### src/rtl/fastram_sdram_bridge.sv
// Bridges the CPU fast-RAM port onto SDRAM channel 0: one request per strobed access, CPU stalled until done.
// Optional one-entry read cache enabled by defining FASTRAM_READ_CACHE_EN.
module fastram_sdram_bridge #(
    parameter int CPU_AW  = 23,
    parameter int SD_AW   = 25,
    parameter int ACK_WIN = 4,
    parameter int TIMEOUT = 1023
) (
    input  logic              clk_sys,
    input  logic              reset_n,
    input  logic              fast_clk,
    input  logic              cpu_ce,
    input  logic              cpu_we,
    input  logic [CPU_AW-1:0] cpu_addr,
    input  logic [7:0]        cpu_din,
    output logic [7:0]        cpu_dout,
    output logic              cpu_wait,
    output logic [SD_AW-1:0]  sd_addr,
    output logic              sd_wr,
    output logic              sd_rd,
    output logic [7:0]        sd_din,
    input  logic [7:0]        sd_dout,
    input  logic              sd_busy,
    output logic              err_timeout
);

    localparam int                ACK_CW   = $clog2(ACK_WIN + 1);
    localparam logic [ACK_CW-1:0] ACK_LAST = ACK_CW'(ACK_WIN - 1);
    localparam logic [9:0]        TO_MAX   = 10'(TIMEOUT);

    typedef enum logic [2:0] {
        IDLE      = 3'd0,
        ISSUE     = 3'd1,
        WAIT_ACK  = 3'd2,
        WAIT_DONE = 3'd3,
        DONE      = 3'd4
    } state_t;

    state_t            state_r;
    state_t            state_nxt_s;

    logic [CPU_AW-1:0] addr_r;
    logic [7:0]        din_r;
    logic              we_r;
    logic [ACK_CW-1:0] ack_cnt_r;
    logic [9:0]        to_cnt_r;

    logic              cpu_wait_r;
    logic              sd_wr_r;
    logic              sd_rd_r;
    logic              err_timeout_r;
    logic [7:0]        cpu_dout_r;

    logic              strobe_s;
    logic              hit_s;
    logic [7:0]        hit_data_s;
    logic              accept_s;
    logic              ack_last_s;
    logic              done_ok_s;
    logic              capture_s;
    logic              abort_s;

    logic              cpu_wait_nxt_s;
    logic              sd_wr_nxt_s;
    logic              sd_rd_nxt_s;
    logic              err_nxt_s;

    assign strobe_s   = fast_clk & cpu_ce;
    assign accept_s   = (state_r == IDLE) & strobe_s & ~hit_s;
    assign ack_last_s = (ack_cnt_r == ACK_LAST);
    // A quiet controller for the whole ack window means the access already finished.
    assign done_ok_s  = ~sd_busy & (((state_r == WAIT_ACK) & ack_last_s) | (state_r == WAIT_DONE));
    assign capture_s  = done_ok_s & ~we_r;
    assign abort_s    = (state_r == WAIT_DONE) & sd_busy & (to_cnt_r == TO_MAX);

`ifdef FASTRAM_READ_CACHE_EN
    logic [CPU_AW-1:0] tag_r;
    logic [7:0]        cache_data_r;
    logic              cache_valid_r;
    logic              tag_match_s;

    assign tag_match_s = cache_valid_r & (tag_r == cpu_addr);
    assign hit_s       = (state_r == IDLE) & strobe_s & ~cpu_we & tag_match_s;
    assign hit_data_s  = cache_data_r;

    // Cache entry: filled on read capture, written through on tagged writes, dropped on timeout.
    always_ff @(posedge clk_sys or negedge reset_n) begin
        if (!reset_n) begin
            tag_r         <= {CPU_AW{1'b0}};
            cache_data_r  <= 8'h00;
            cache_valid_r <= 1'b0;
        end else if (abort_s) begin
            cache_valid_r <= 1'b0;
        end else if (capture_s) begin
            tag_r         <= addr_r;
            cache_data_r  <= sd_dout;
            cache_valid_r <= 1'b1;
        end else if (accept_s & cpu_we & tag_match_s) begin
            cache_data_r  <= cpu_din;
        end
    end
`else
    assign hit_s      = 1'b0;
    assign hit_data_s = 8'h00;
`endif

    // State register.
    always_ff @(posedge clk_sys or negedge reset_n) begin
        if (!reset_n) begin
            state_r <= IDLE;
        end else begin
            state_r <= state_nxt_s;
        end
    end

    // Next-state decode.
    always_comb begin
        state_nxt_s = state_r;
        case (state_r)
            IDLE: begin
                if (accept_s) state_nxt_s = ISSUE;
                else          state_nxt_s = IDLE;
            end
            ISSUE: begin
                if (!sd_busy) state_nxt_s = WAIT_ACK;
                else          state_nxt_s = ISSUE;
            end
            WAIT_ACK: begin
                if (sd_busy)         state_nxt_s = WAIT_DONE;
                else if (ack_last_s) state_nxt_s = DONE;
                else                 state_nxt_s = WAIT_ACK;
            end
            WAIT_DONE: begin
                if (!sd_busy || abort_s) state_nxt_s = DONE;
                else                     state_nxt_s = WAIT_DONE;
            end
            DONE:    state_nxt_s = IDLE;
            default: state_nxt_s = IDLE;
        endcase
    end

    // Output decode; every value here is registered one edge later.
    always_comb begin
        cpu_wait_nxt_s = 1'b0;
        sd_wr_nxt_s    = 1'b0;
        sd_rd_nxt_s    = 1'b0;
        err_nxt_s      = 1'b0;
        case (state_r)
            IDLE: begin
                cpu_wait_nxt_s = accept_s;
            end
            ISSUE: begin
                cpu_wait_nxt_s = 1'b1;
                if (!sd_busy) begin
                    sd_wr_nxt_s = we_r;
                    sd_rd_nxt_s = ~we_r;
                end else begin
                    sd_wr_nxt_s = 1'b0;
                    sd_rd_nxt_s = 1'b0;
                end
            end
            WAIT_ACK: begin
                cpu_wait_nxt_s = 1'b1;
            end
            WAIT_DONE: begin
                cpu_wait_nxt_s = 1'b1;
                err_nxt_s      = abort_s;
            end
            DONE: begin
                cpu_wait_nxt_s = 1'b0;
            end
            default: begin
                cpu_wait_nxt_s = 1'b0;
            end
        endcase
    end

    // Request latches, handshake counters and registered outputs.
    always_ff @(posedge clk_sys or negedge reset_n) begin
        if (!reset_n) begin
            addr_r        <= {CPU_AW{1'b0}};
            din_r         <= 8'h00;
            we_r          <= 1'b0;
            ack_cnt_r     <= {ACK_CW{1'b0}};
            to_cnt_r      <= 10'd0;
            cpu_wait_r    <= 1'b0;
            sd_wr_r       <= 1'b0;
            sd_rd_r       <= 1'b0;
            err_timeout_r <= 1'b0;
            cpu_dout_r    <= 8'h00;
        end else begin
            cpu_wait_r    <= cpu_wait_nxt_s;
            sd_wr_r       <= sd_wr_nxt_s;
            sd_rd_r       <= sd_rd_nxt_s;
            err_timeout_r <= err_nxt_s;

            if (accept_s) begin
                addr_r <= cpu_addr;
                din_r  <= cpu_din;
                we_r   <= cpu_we;
            end

            if (state_r == WAIT_ACK) begin
                ack_cnt_r <= ack_cnt_r + {{(ACK_CW-1){1'b0}}, 1'b1};
            end else begin
                ack_cnt_r <= {ACK_CW{1'b0}};
            end

            // Saturating; restarts from zero on each entry to WAIT_DONE.
            if (state_r == WAIT_DONE) begin
                if (to_cnt_r != 10'h3FF) to_cnt_r <= to_cnt_r + 10'd1;
            end else begin
                to_cnt_r <= 10'd0;
            end

            if (capture_s) begin
                cpu_dout_r <= sd_dout;
            end else if (abort_s & ~we_r) begin
                cpu_dout_r <= 8'hFF;
            end else if (hit_s) begin
                cpu_dout_r <= hit_data_s;
            end
        end
    end

    assign cpu_dout    = cpu_dout_r;
    assign cpu_wait    = cpu_wait_r;
    assign sd_wr       = sd_wr_r;
    assign sd_rd       = sd_rd_r;
    assign err_timeout = err_timeout_r;
    assign sd_addr     = SD_AW'(addr_r);
    assign sd_din      = din_r;

endmodule

### config.mk
export PLATFORM = sky130hd
export DESIGN_NAME = fastram_sdram_bridge
export DESIGN_NICKNAME = d
export VERILOG_FILES = /design/src/rtl/fastram_sdram_bridge.sv
export SDC_FILE = /design/constraint.sdc
export NUM_CORES = 1
export LEC_CHECK = 0
export ABC_AREA = 1
export ABC_CLOCK_PERIOD_IN_PS = 2000
export BUFFER_PORTS_ARGS = -buffer_cell sky130_fd_sc_hd__buf_2
export CAP_MARGIN = 20
export CORE_MARGIN = 2
export CORE_UTILIZATION = 30
export DETAILED_ROUTE_END_ITERATION = 8
export PLACE_DENSITY = 0.51
export SLEW_MARGIN = 20
export SYNTH_ARGS = -nofsm -noshare
export SYNTH_HDL_FRONTEND = slang
export SYNTH_SLANG_ARGS = --single-unit
### constraint.sdc
create_clock -name clk_sys -period 2 [get_ports clk_sys]
set_input_delay 0.4 -clock clk_sys [delete_from_list [all_inputs] [get_ports clk_sys]]
set_output_delay 0.4 -clock clk_sys [all_outputs]
set_load 0.03 [all_outputs]
# Word level (Yosys, flattened, before mapping)
# Cells that the tools add are included.
[word_totals]
regBits = 60
output_inout_bits = 45
elab_cells = 53
[op_classes]
add_sub_neg = 2
eq_ne = 7
muxes = 17
bitwise_logic = 11
n_reduce_logical = 5
[op_table]
columns = ["operator", "n"]
rows = [
  ["$mux 10", 2],
  ["$mux 8", 2],
  ["$mux 3", 4],
  ["$pmux 3 s4", 1],
  ["$add 10x1->10 const B", 1],
  ["$eq 10x10->1 const B", 1],
  ["$ne 10x10->1 const B", 1],
  ["$eq 3x2->1 const B", 3],
  ["$and 1x1->1", 8],
  ["$mux 1", 6],
  ["$add 3x1->3 const B", 1],
  ["$eq 3x1->1 const B", 1],
  ["$logic_not 3->1", 1],
  ["$reduce_or 3->1", 1],
  ["$mux 2", 1],
  ["$ne 2x1->1 const B", 1],
  ["$not 1->1", 2],
  ["$pmux 1 s2", 1],
  ["$reduce_bool 2->1", 1],
  ["$logic_not 1->1", 1],
  ["$logic_or 1x1->1", 1],
  ["$or 1x1->1", 1],
]

# Depth between registers and ports, before layout
# Gate-level depths: netlist of run 1.
[depth]
depth_word = 6
mapped_depth = 8
ltp_nobuf = 8

# Worst setup path after synthesis of run 1
# Ideal clock, no wire load.
[synth_timing]
path_kind = "register to register"
start = "reg ack_cnt_r[0]"
end = "reg cpu_dout_r[0] (netlist: cpu_dout[0])"
setup_ns = 0.119
t_arrival_ns = 1.292
required_ns = 1.881
setup_slack_ns = 0.590
path_stages_with_launch = 8
path_buffers = 0
period_less_slack_ns = 1.410
path_cell_list = "dfrtp_1 > ha_1 > ha_1 > nor2_1 > nor3_4 > nand2_2 > nand3_1 > nand2_1"
[synth_via]
elab_chain_len = 6
[synth_rtl]
columns = ["element", "line_no", "text"]
rows = [
  ["start, declared", "45", "logic [ACK_CW-1:0] ack_cnt_r;"],
  ["start signal, assigned", "184", "ack_cnt_r <= {ACK_CW{1'b0}};"],
  ["start signal, assigned", "204", "ack_cnt_r <= ack_cnt_r + {{(ACK_CW-1){1'b0}}, 1'b1};"],
  ["start signal, assigned", "206", "ack_cnt_r <= {ACK_CW{1'b0}};"],
  ["$eq 3x2->1 *", "70", "assign ack_last_s = (ack_cnt_r == ACK_LAST);"],
  ["$and 1x1->1 *", "72", "assign done_ok_s = ~sd_busy & (((state_r == WAIT_ACK) & ack_last_s) | (state_r == WAIT_DONE));"],
  ["$or 1x1->1 *", "72", ""],
  ["$and 1x1->1 *", "72", ""],
  ["$and 1x1->1 *", "73", "assign capture_s = done_ok_s & ~we_r;"],
  ["$mux 8 / $reduce_bool 2->1 (equally long branches)", "n/a", ""],
  ["end signal, assigned", "217", "cpu_dout_r <= sd_dout;"],
  ["end signal, assigned", "221", "cpu_dout_r <= hit_data_s;"],
  ["end, declared", "52", "logic [7:0] cpu_dout_r;"],
]
# Every way passes the cells marked *; elsewhere a longest branch is shown, timed or not.
# A chain may end at the register's enable or synchronous reset.

# Worst setup path in the final report of run 1
[layout_timing]
start = "reg ack_cnt_r[0]"
end = "reg cpu_dout_r[1] (netlist: cpu_dout[1])"
# The elaborated chain is that of the path after synthesis.

==> results of run 1 <==
[metrics by stage]
step | instances | total power (µW) | hold WS [ps] | util | cell area, µm²
after floorplan | 299 | 3330 | 104 | - | 2670
after global placement | 486 | 3920 | 419 | 0.370 | 3210
after detailed placement | 486 | 3940 | 423 | 0.370 | 3210
after CTS | 502 | 4970 | 78.7 | 0.392 | 3400
after global routing | 502 | 5210 | 93.8 | 0.392 | 3400
final | 502 | 4880 | 77.1 | 0.392 | 3400
[cell usage after synthesis, drive strengths merged, types with 2 or more instances]
| cell type | instances | area [µm²] |
|---|---|---|
| nor3 | 2 | 21.3 |
| dfrtp | 60 | 1500 |
| ha | 3 | 37.5 |
| a21oi | 6 | 30.0 |
| nor2 | 19 | 113 |
| inv | 53 | 199 |
| o21ai | 35 | 175 |
| nand4 | 3 | 33.8 |
| nand3 | 31 | 173 |
| a31oi | 2 | 12.5 |
| buf | 9 | 60.1 |
| nand2 | 70 | 275 |
[worst reg2reg max path, delay by kind of cell, from the launching register on]
family,cells,cell delay (ps)
adder cells (fa/ha/maj),2,290
flip-flops,1,350
AND/OR/NAND/NOR,5,850
[how the worst max path moves through the flow]
| stage | startpoint | end | slack (ps) | cells past startpoint |
|---|---|---|---|---|
| after floorplan | ack_cnt_r[0]$_DFF_PN0_ | cpu_dout[0]$_DFFE_PN0P_ | 590 | 7 |
| after global placement | ack_cnt_r[0]$_DFF_PN0_ | cpu_dout[3]$_DFFE_PN0P_ | 450 | 7 |
| after detailed placement | ack_cnt_r[0]$_DFF_PN0_ | cpu_dout[6]$_DFFE_PN0P_ | 410 | 7 |
| after CTS | ack_cnt_r[0]$_DFF_PN0_ | cpu_dout[1]$_DFFE_PN0P_ | 390 | 7 |
| after global routing | ack_cnt_r[0]$_DFF_PN0_ | cpu_dout[7]$_DFFE_PN0P_ | 240 | 7 |
| final | ack_cnt_r[0]$_DFF_PN0_ | cpu_dout[1]$_DFFE_PN0P_ | 400 | 7 |
[power breakdown]
part / total, µW / leakage (µW) / switching (µW) / internal, µW
Clock: 992 / 0.0000982 / 448 / 544
Sequential: 1880 / 0.000768 / 228 / 1650
Combinational: 2010 / 0.00102 / 1430 / 578
[cell families after synthesis]
kind of cell,after synthesis
fa+ha+maj,3
compound gates,44
simple gates,126
buf+inv,63
xor+xnor,1
other cells,1
flops,60
[per-layer routing]
| layer | up-vias | GRT usage |
|---|---|---|
| met2 | 62 | 0.198 |
| met3 | 4 | 0.0365 |
| met1 | 945 | 0.151 |
| li1 | 1115 | - |
| met4 | 0 | 0.0411 |
| met5 | - | 0 |
[final cells by class]
class / count / area [µm²]
timing repair buffer: 89 / 475
sequential: 60 / 1500
inverter: 53 / 199
tap: 108 / 135
clock inverter: 4 / 22.5
multi-input combinational: 176 / 902
fill: 939 / 5280
clock buffer: 12 / 165
[flip-flops by register name, indices dropped and copies added (netlist names)]
| signal | count |
|---|---|
| addr_r | 23 |
| to_cnt_r | 10 |
| cpu_dout | 8 |
| sd_din | 8 |
| ack_cnt_r | 3 |
| state_r | 3 |
| cpu_wait | 1 |
| err_timeout | 1 |
| sd_rd | 1 |
| sd_wr | 1 |
| we_r | 1 |
==> impl_metrics.json, run 1 <==
{
  "synthesis.instances": 298,
  "first_pass_iters": 4,
  "detailroute.via_count": 2126,
  "antenna_cells": 0,
  "static-leakage-power_uw": 0.00188,
  "setup.worst_path.end_class": "register",
  "dpl_worst_slack_ps": 407,
  "yosys_warning_total": 0,
  "std_cell_rows": 34,
  "count_of_final_setup_violators": 0,
  "final_period_demand_of_the_worst_path_ps": 1600,
  "synth_top_family_by_area": "simple AND/OR/NAND/NOR gates",
  "critical-path-max-stage-delay_ps": 390,
  "place.detailed.hpwl_mm": 3.92,
  "relSlewSlack": 0.643,
  "final_min_period_over_clock_period": 0.799,
  "finalNetCount": 437,
  "critical_path.n_buffers_inverters": 0,
  "grt_remaining_overflow": 0,
  "synth-compound-area-share": 0.0846,
  "postCtsSetupRepairBufs": 0,
  "maximum_number_of_pins_on_one_net_before_global_route_repair": 63,
  "top_layer": "met4",
  "synth_mux_area_frac": 0,
  "ys_dominant_reg_cell": "sky130_fd_sc_hd__dfrtp_1",
  "fin_worst_skew_ps": 5.77,
  "finalWeightedCongestion": 0.788,
  "cts_resized": 0,
  "finalHoldViolCount": 0,
  "wl_met1_mm": 2.48,
  "worst_skew_pair.late_latency_ps": 320,
  "cp_cell_sequence": "ha_1 -> ha_1 -> nor2_1 -> nor3_4 -> nand2_2 -> nand3_1 -> nand2_1",
  "synth_edf_count": 0,
  "worst_slack_ps": 402,
  "worst_r2r_endpoint": "cpu_dout[1]$_DFFE_PN0P_",
  "wire_per_inst_um": 10.8,
  "cp_common_cell": "sky130_fd_sc_hd__ha_1",
  "initial_utilization": 0.307,
  "setup.worst_path.class": "reg2reg",
  "cp_data_arrival_time_ps": 1810,
  "portBuffers": 87,
  "max-vdd-ir-drop_mv": 0.627,
  "wl_mm": 5.44,
  "max_clock_freq_ghz": 0.626,
  "ctsHtreeMaxLevel": 3,
  "floorplan.core_area_um2": 8680,
  "critical-path-top-delay-family": "simple AND/OR/NAND/NOR gates",
  "power_per_cell_area_nw_per_um2": 1430,
  "max_slew.worst_pin.slew_ps": 535,
  "run_status": "finished, final reports clean",
  "postSynthAreaPerCell_um2": 8.93,
  "synth_cell_types": 29,
  "final_cell_mix": "sky130_fd_sc_hd__buf_2 (87), sky130_fd_sc_hd__nand2_1 (67), sky130_fd_sc_hd__dfrtp_1 (60), sky130_fd_sc_hd__inv_1 (50), sky130_fd_sc_hd__o21ai_1 (32)",
  "sum_of_negative_setup_slack_ps": 0,
  "unrepaired_setup_endpoints_after_global_routing": "no",
  "cts.path.max_buffers": 2,
  "clock_tree_from_tritoncts": "built",
  "first_global_vias": 2099,
  "slowest_stage": "sky130_fd_sc_hd__nor3_4",
  "clkSlewWorstSetupHoldPaths_ps": 70,
  "yosysSeqAreaShare": 0.564,
  "synthAdderAreaFrac": 0.0141,
  "die_x_um": 98.2,
  "drive_gt1_frac": 0.305,
  "max_cap_viol_count": 0,
  "holdBufCountCts": 0,
  "met2RoutedLength_mm": 2.58,
  "gr-usage-all-layers": 0.120,
  "via_per_inst": 4.24,
  "area_growth_syn_to_layout_pct": 27.7,
  "initial_antenna_violation_count": 0,
  "cts_sinks": 60,
  "met3_wire_len_um": 306,
  "die_h_um": 98.2,
  "worst_ep_required_time_ps": 2220,
  "detail-route-antenna-nets": 0,
  "worst-path-max-fanout": 10,
  "ys_ff_latch": 60,
  "top_level_ports": 90,
  "floorplan.die_area_um2": 9650,
  "most_common_cell_after_layout_fill_and_taps_aside": "sky130_fd_sc_hd__buf_2",
  "synthesis.area_um2": 2660,
  "route.detailed.drc": 0,
  "global_route_wire_length_before_repair_mm": 9.47,
  "async_reset_ff_frac": 1.00,
  "worst-r2r-setup-slack_ps": 400,
  "ff2ff_path_depth": 7,
  "synthSimpleGateAreaFrac": 0.234,
  "drt_iter0_markers": 59,
  "clock_root_buffer": "sky130_fd_sc_hd__clkbuf_8",
  "timing.critical_path.from_type": "register",
  "slew_viol_final": 0,
  "worst_hold_path_type": "in2async",
  "worstReg2RegStart": "ack_cnt_r[0]$_DFF_PN0_",
  "synthXorXnorAreaFrac": 0.00329,
  "number_of_buffers_created_by_cts": 9
}
(Power assumes the default switching activity.)
==> run 2: changes to the inputs <==
- ABC_CLOCK_PERIOD_IN_PS: 2000 -> 1500
- clock period: 2 -> 1.5 ns (I/O delays scaled with it)
==> run 2 against run 1 <==
  * Routed wire length increased by 8.8%
  * Fmax is 8.0% higher
  * Sequential cell count unchanged
  * Non-clock buffer count increased by 20
  * Combinational power grew 43%
  * Worst hold slack gained 120 ps
  * Critical endpoint unchanged
  * Highest routed layer unchanged
==> impl_metrics.json, run 2 (same netlist as run 1, synthesis figures left out) <==
{
  "max_clock_freq_ghz": 0.676,
  "worst-path-max-fanout": 4,
  "fin_worst_hold_slack_ps": 195,
  "wl_mm": 5.92,
  "die_x_um": 98.2,
  "die_h_um": 98.2,
  "maximum_number_of_pins_on_one_net_before_global_route_repair": 59,
  "floorplan.die_area_um2": 9650,
  "finalCoreUtilization": 0.430,
  "antenna_cells": 0,
  "setup.worst_path.end_class": "register",
  "most_common_cell_after_layout_fill_and_taps_aside": "sky130_fd_sc_hd__buf_2",
  "drive_gt1_frac": 0.378,
  "cts_sinks": 60,
  "dpl_worst_slack_ps": 3.02,
  "layout_top_registers": "addr_r: 23 flops, to_cnt_r: 10 flops",
  "detailroute.via_count": 2258,
  "static-leakage-power_uw": 0.00202,
  "finalHoldViolCount": 0,
  "first_global_vias": 2259,
  "largest-register": "addr_r",
  "count_of_final_setup_violators": 0,
  "finalWeightedCongestion": 0.787,
  "area_growth_syn_to_layout_pct": 40.3,
  "totalPowerFinal_uw": 6990,
  "final_period_demand_of_the_worst_path_ps": 1480,
  "sum_of_negative_setup_slack_ps": 0,
  "setup.worst_path.class": "reg2reg",
  "run_status": "finished, final reports clean",
  "clkSlewWorstSetupHoldPaths_ps": 70,
  "cp_data_arrival_time_ps": 1700,
  "initial_utilization": 0.307,
  "worst_slack_ps": 19.9,
  "drt_iter0_markers": 50,
  "final_min_period_over_clock_period": 0.987,
  "finalNetCount": 458,
  "power_per_cell_area_nw_per_um2": 1870,
  "number_of_buffers_created_by_cts": 9,
  "grt_remaining_overflow": 0,
  "global_route_wire_length_before_repair_mm": 10.2,
  "std_cell_rows": 34,
  "max-vdd-ir-drop_mv": 0.918,
  "place.detailed.hpwl_mm": 4.20,
  "first_pass_iters": 4,
  "cts.path.max_buffers": 2,
  "top_level_ports": 90,
  "clock_root_buffer": "sky130_fd_sc_hd__clkbuf_8",
  "number_of_flip_flops_under_the_largest_register_name": 23,
  "gr-usage-all-layers": 0.131,
  "max_cap_viol_count": 0,
  "final_cell_mix": "sky130_fd_sc_hd__buf_2 (87), sky130_fd_sc_hd__nand2_1 (65), sky130_fd_sc_hd__dfrtp_1 (59), sky130_fd_sc_hd__inv_1 (50), sky130_fd_sc_hd__o21ai_1 (32)",
  "worst_skew_pair.late_latency_ps": 330,
  "portBuffers": 87,
  "slew_viol_final": 0,
  "timing.critical_path.from_type": "register",
  "initial_antenna_violation_count": 0,
  "route.detailed.drc": 0,
  "wire_per_inst_um": 11.3,
  "detail-route-antenna-nets": 0,
  "worst_ep_required_time_ps": 1720,
  "floorplan.core_area_um2": 8680,
  "ctsHtreeMaxLevel": 3,
  "fin_worst_skew_ps": 5.09,
  "via_per_inst": 4.32,
  "clock_tree_from_tritoncts": "built",
  "unrepaired_setup_endpoints_after_global_routing": "yes",
  "worst_hold_path_type": "in2reg"
}
==> run 2: cell types whose count changed in the layout (fill, tap and decap cells not counted), moves of 3 or more <==
cell	previous run	this run
sky130_fd_sc_hd__nand3_1	29	21
sky130_fd_sc_hd__buf_4	0	14
sky130_fd_sc_hd__nand3_2	1	8
sky130_fd_sc_hd__ha_1	3	0
sky130_fd_sc_hd__buf_6	0	3
==> run 2: critical path: stages (launching register included) <==
cell	delay [ps]
sky130_fd_sc_hd__dfrtp_1	360
sky130_fd_sc_hd__ha_2	200
sky130_fd_sc_hd__ha_4	150
sky130_fd_sc_hd__nor2_4	40
sky130_fd_sc_hd__nor3_4	180
sky130_fd_sc_hd__buf_6	140
sky130_fd_sc_hd__buf_6	100
sky130_fd_sc_hd__nand3_1	70
sky130_fd_sc_hd__nand3_2	90
sky130_fd_sc_hd__nand2_1	50
==> run 2: worst paths after layout <==
path | to | start | slack (ps) | cells after the start
setup / recovery | cpu_dout[1]$_DFFE_PN0P_ | ack_cnt_r[0]$_DFF_PN0_ | 20 | 9
hold / removal | addr_r[17]$_DFFE_PN0P_ | cpu_addr[17] | 190 | 3
setup reg to reg | cpu_dout[1]$_DFFE_PN0P_ | ack_cnt_r[0]$_DFF_PN0_ | 20 | 9
hold reg to reg | sd_rd$_DFF_PN0_ | we_r$_DFFE_PN0P_ | 430 | 1
max in group asynchronous | state_r[0]$_DFF_PN0_ | reset_n | 560 | 3
min in group asynchronous | addr_r[21]$_DFFE_PN0P_ | reset_n | 450 | 2
==> run 2: layout make-up <==
type	count	area, µm²
inverter	53	199
clock inverter	4	72.6
tap	108	135
fill	883	4940
sequential	60	1500
clock buffer	12	145
timing repair buffer	109	664
multi-input combinational	177	1020
==> run 2: power by group <==
group	leakage, µW	switching, µW	total (µW)	internal (µW)
combinational	0.00115	1990	2880	896
clock	0.000107	616	1600	980
sequential	0.000767	309	2520	2210
total	0.00202	2910	6990	4080
==> run 2: stage by stage <==
stage	cell area (µm²)	instances
3_3_place_gp	3300	496
3_5_place_dp	3300	496
5_1_grt	3730	523
6_report	3730	523
4_1_cts	3530	513
2_1_floorplan	2670	299
==> run 2: routing by layer <==
| layer | vias up | track usage | routed length [µm] |
|---|---|---|---|
| met5 | - | 0 | 0 |
| li1 | 1165 | - | - |
| met4 | 0 | 0.0601 | 79 |
| met1 | 1027 | 0.170 | 2750 |
| met3 | 7 | 0.0301 | 273 |
| met2 | 59 | 0.209 | 2810 |
==> run 2: what timing repair did <==
action	in CTS	in global routing
gates cloned	0	1
hold buffers	1	0
endpoints found under the hold margin	16	0
resized for setup	1	27
buffers inserted	0	9
setup endpoints to repair	2	18
pin swaps	1	14
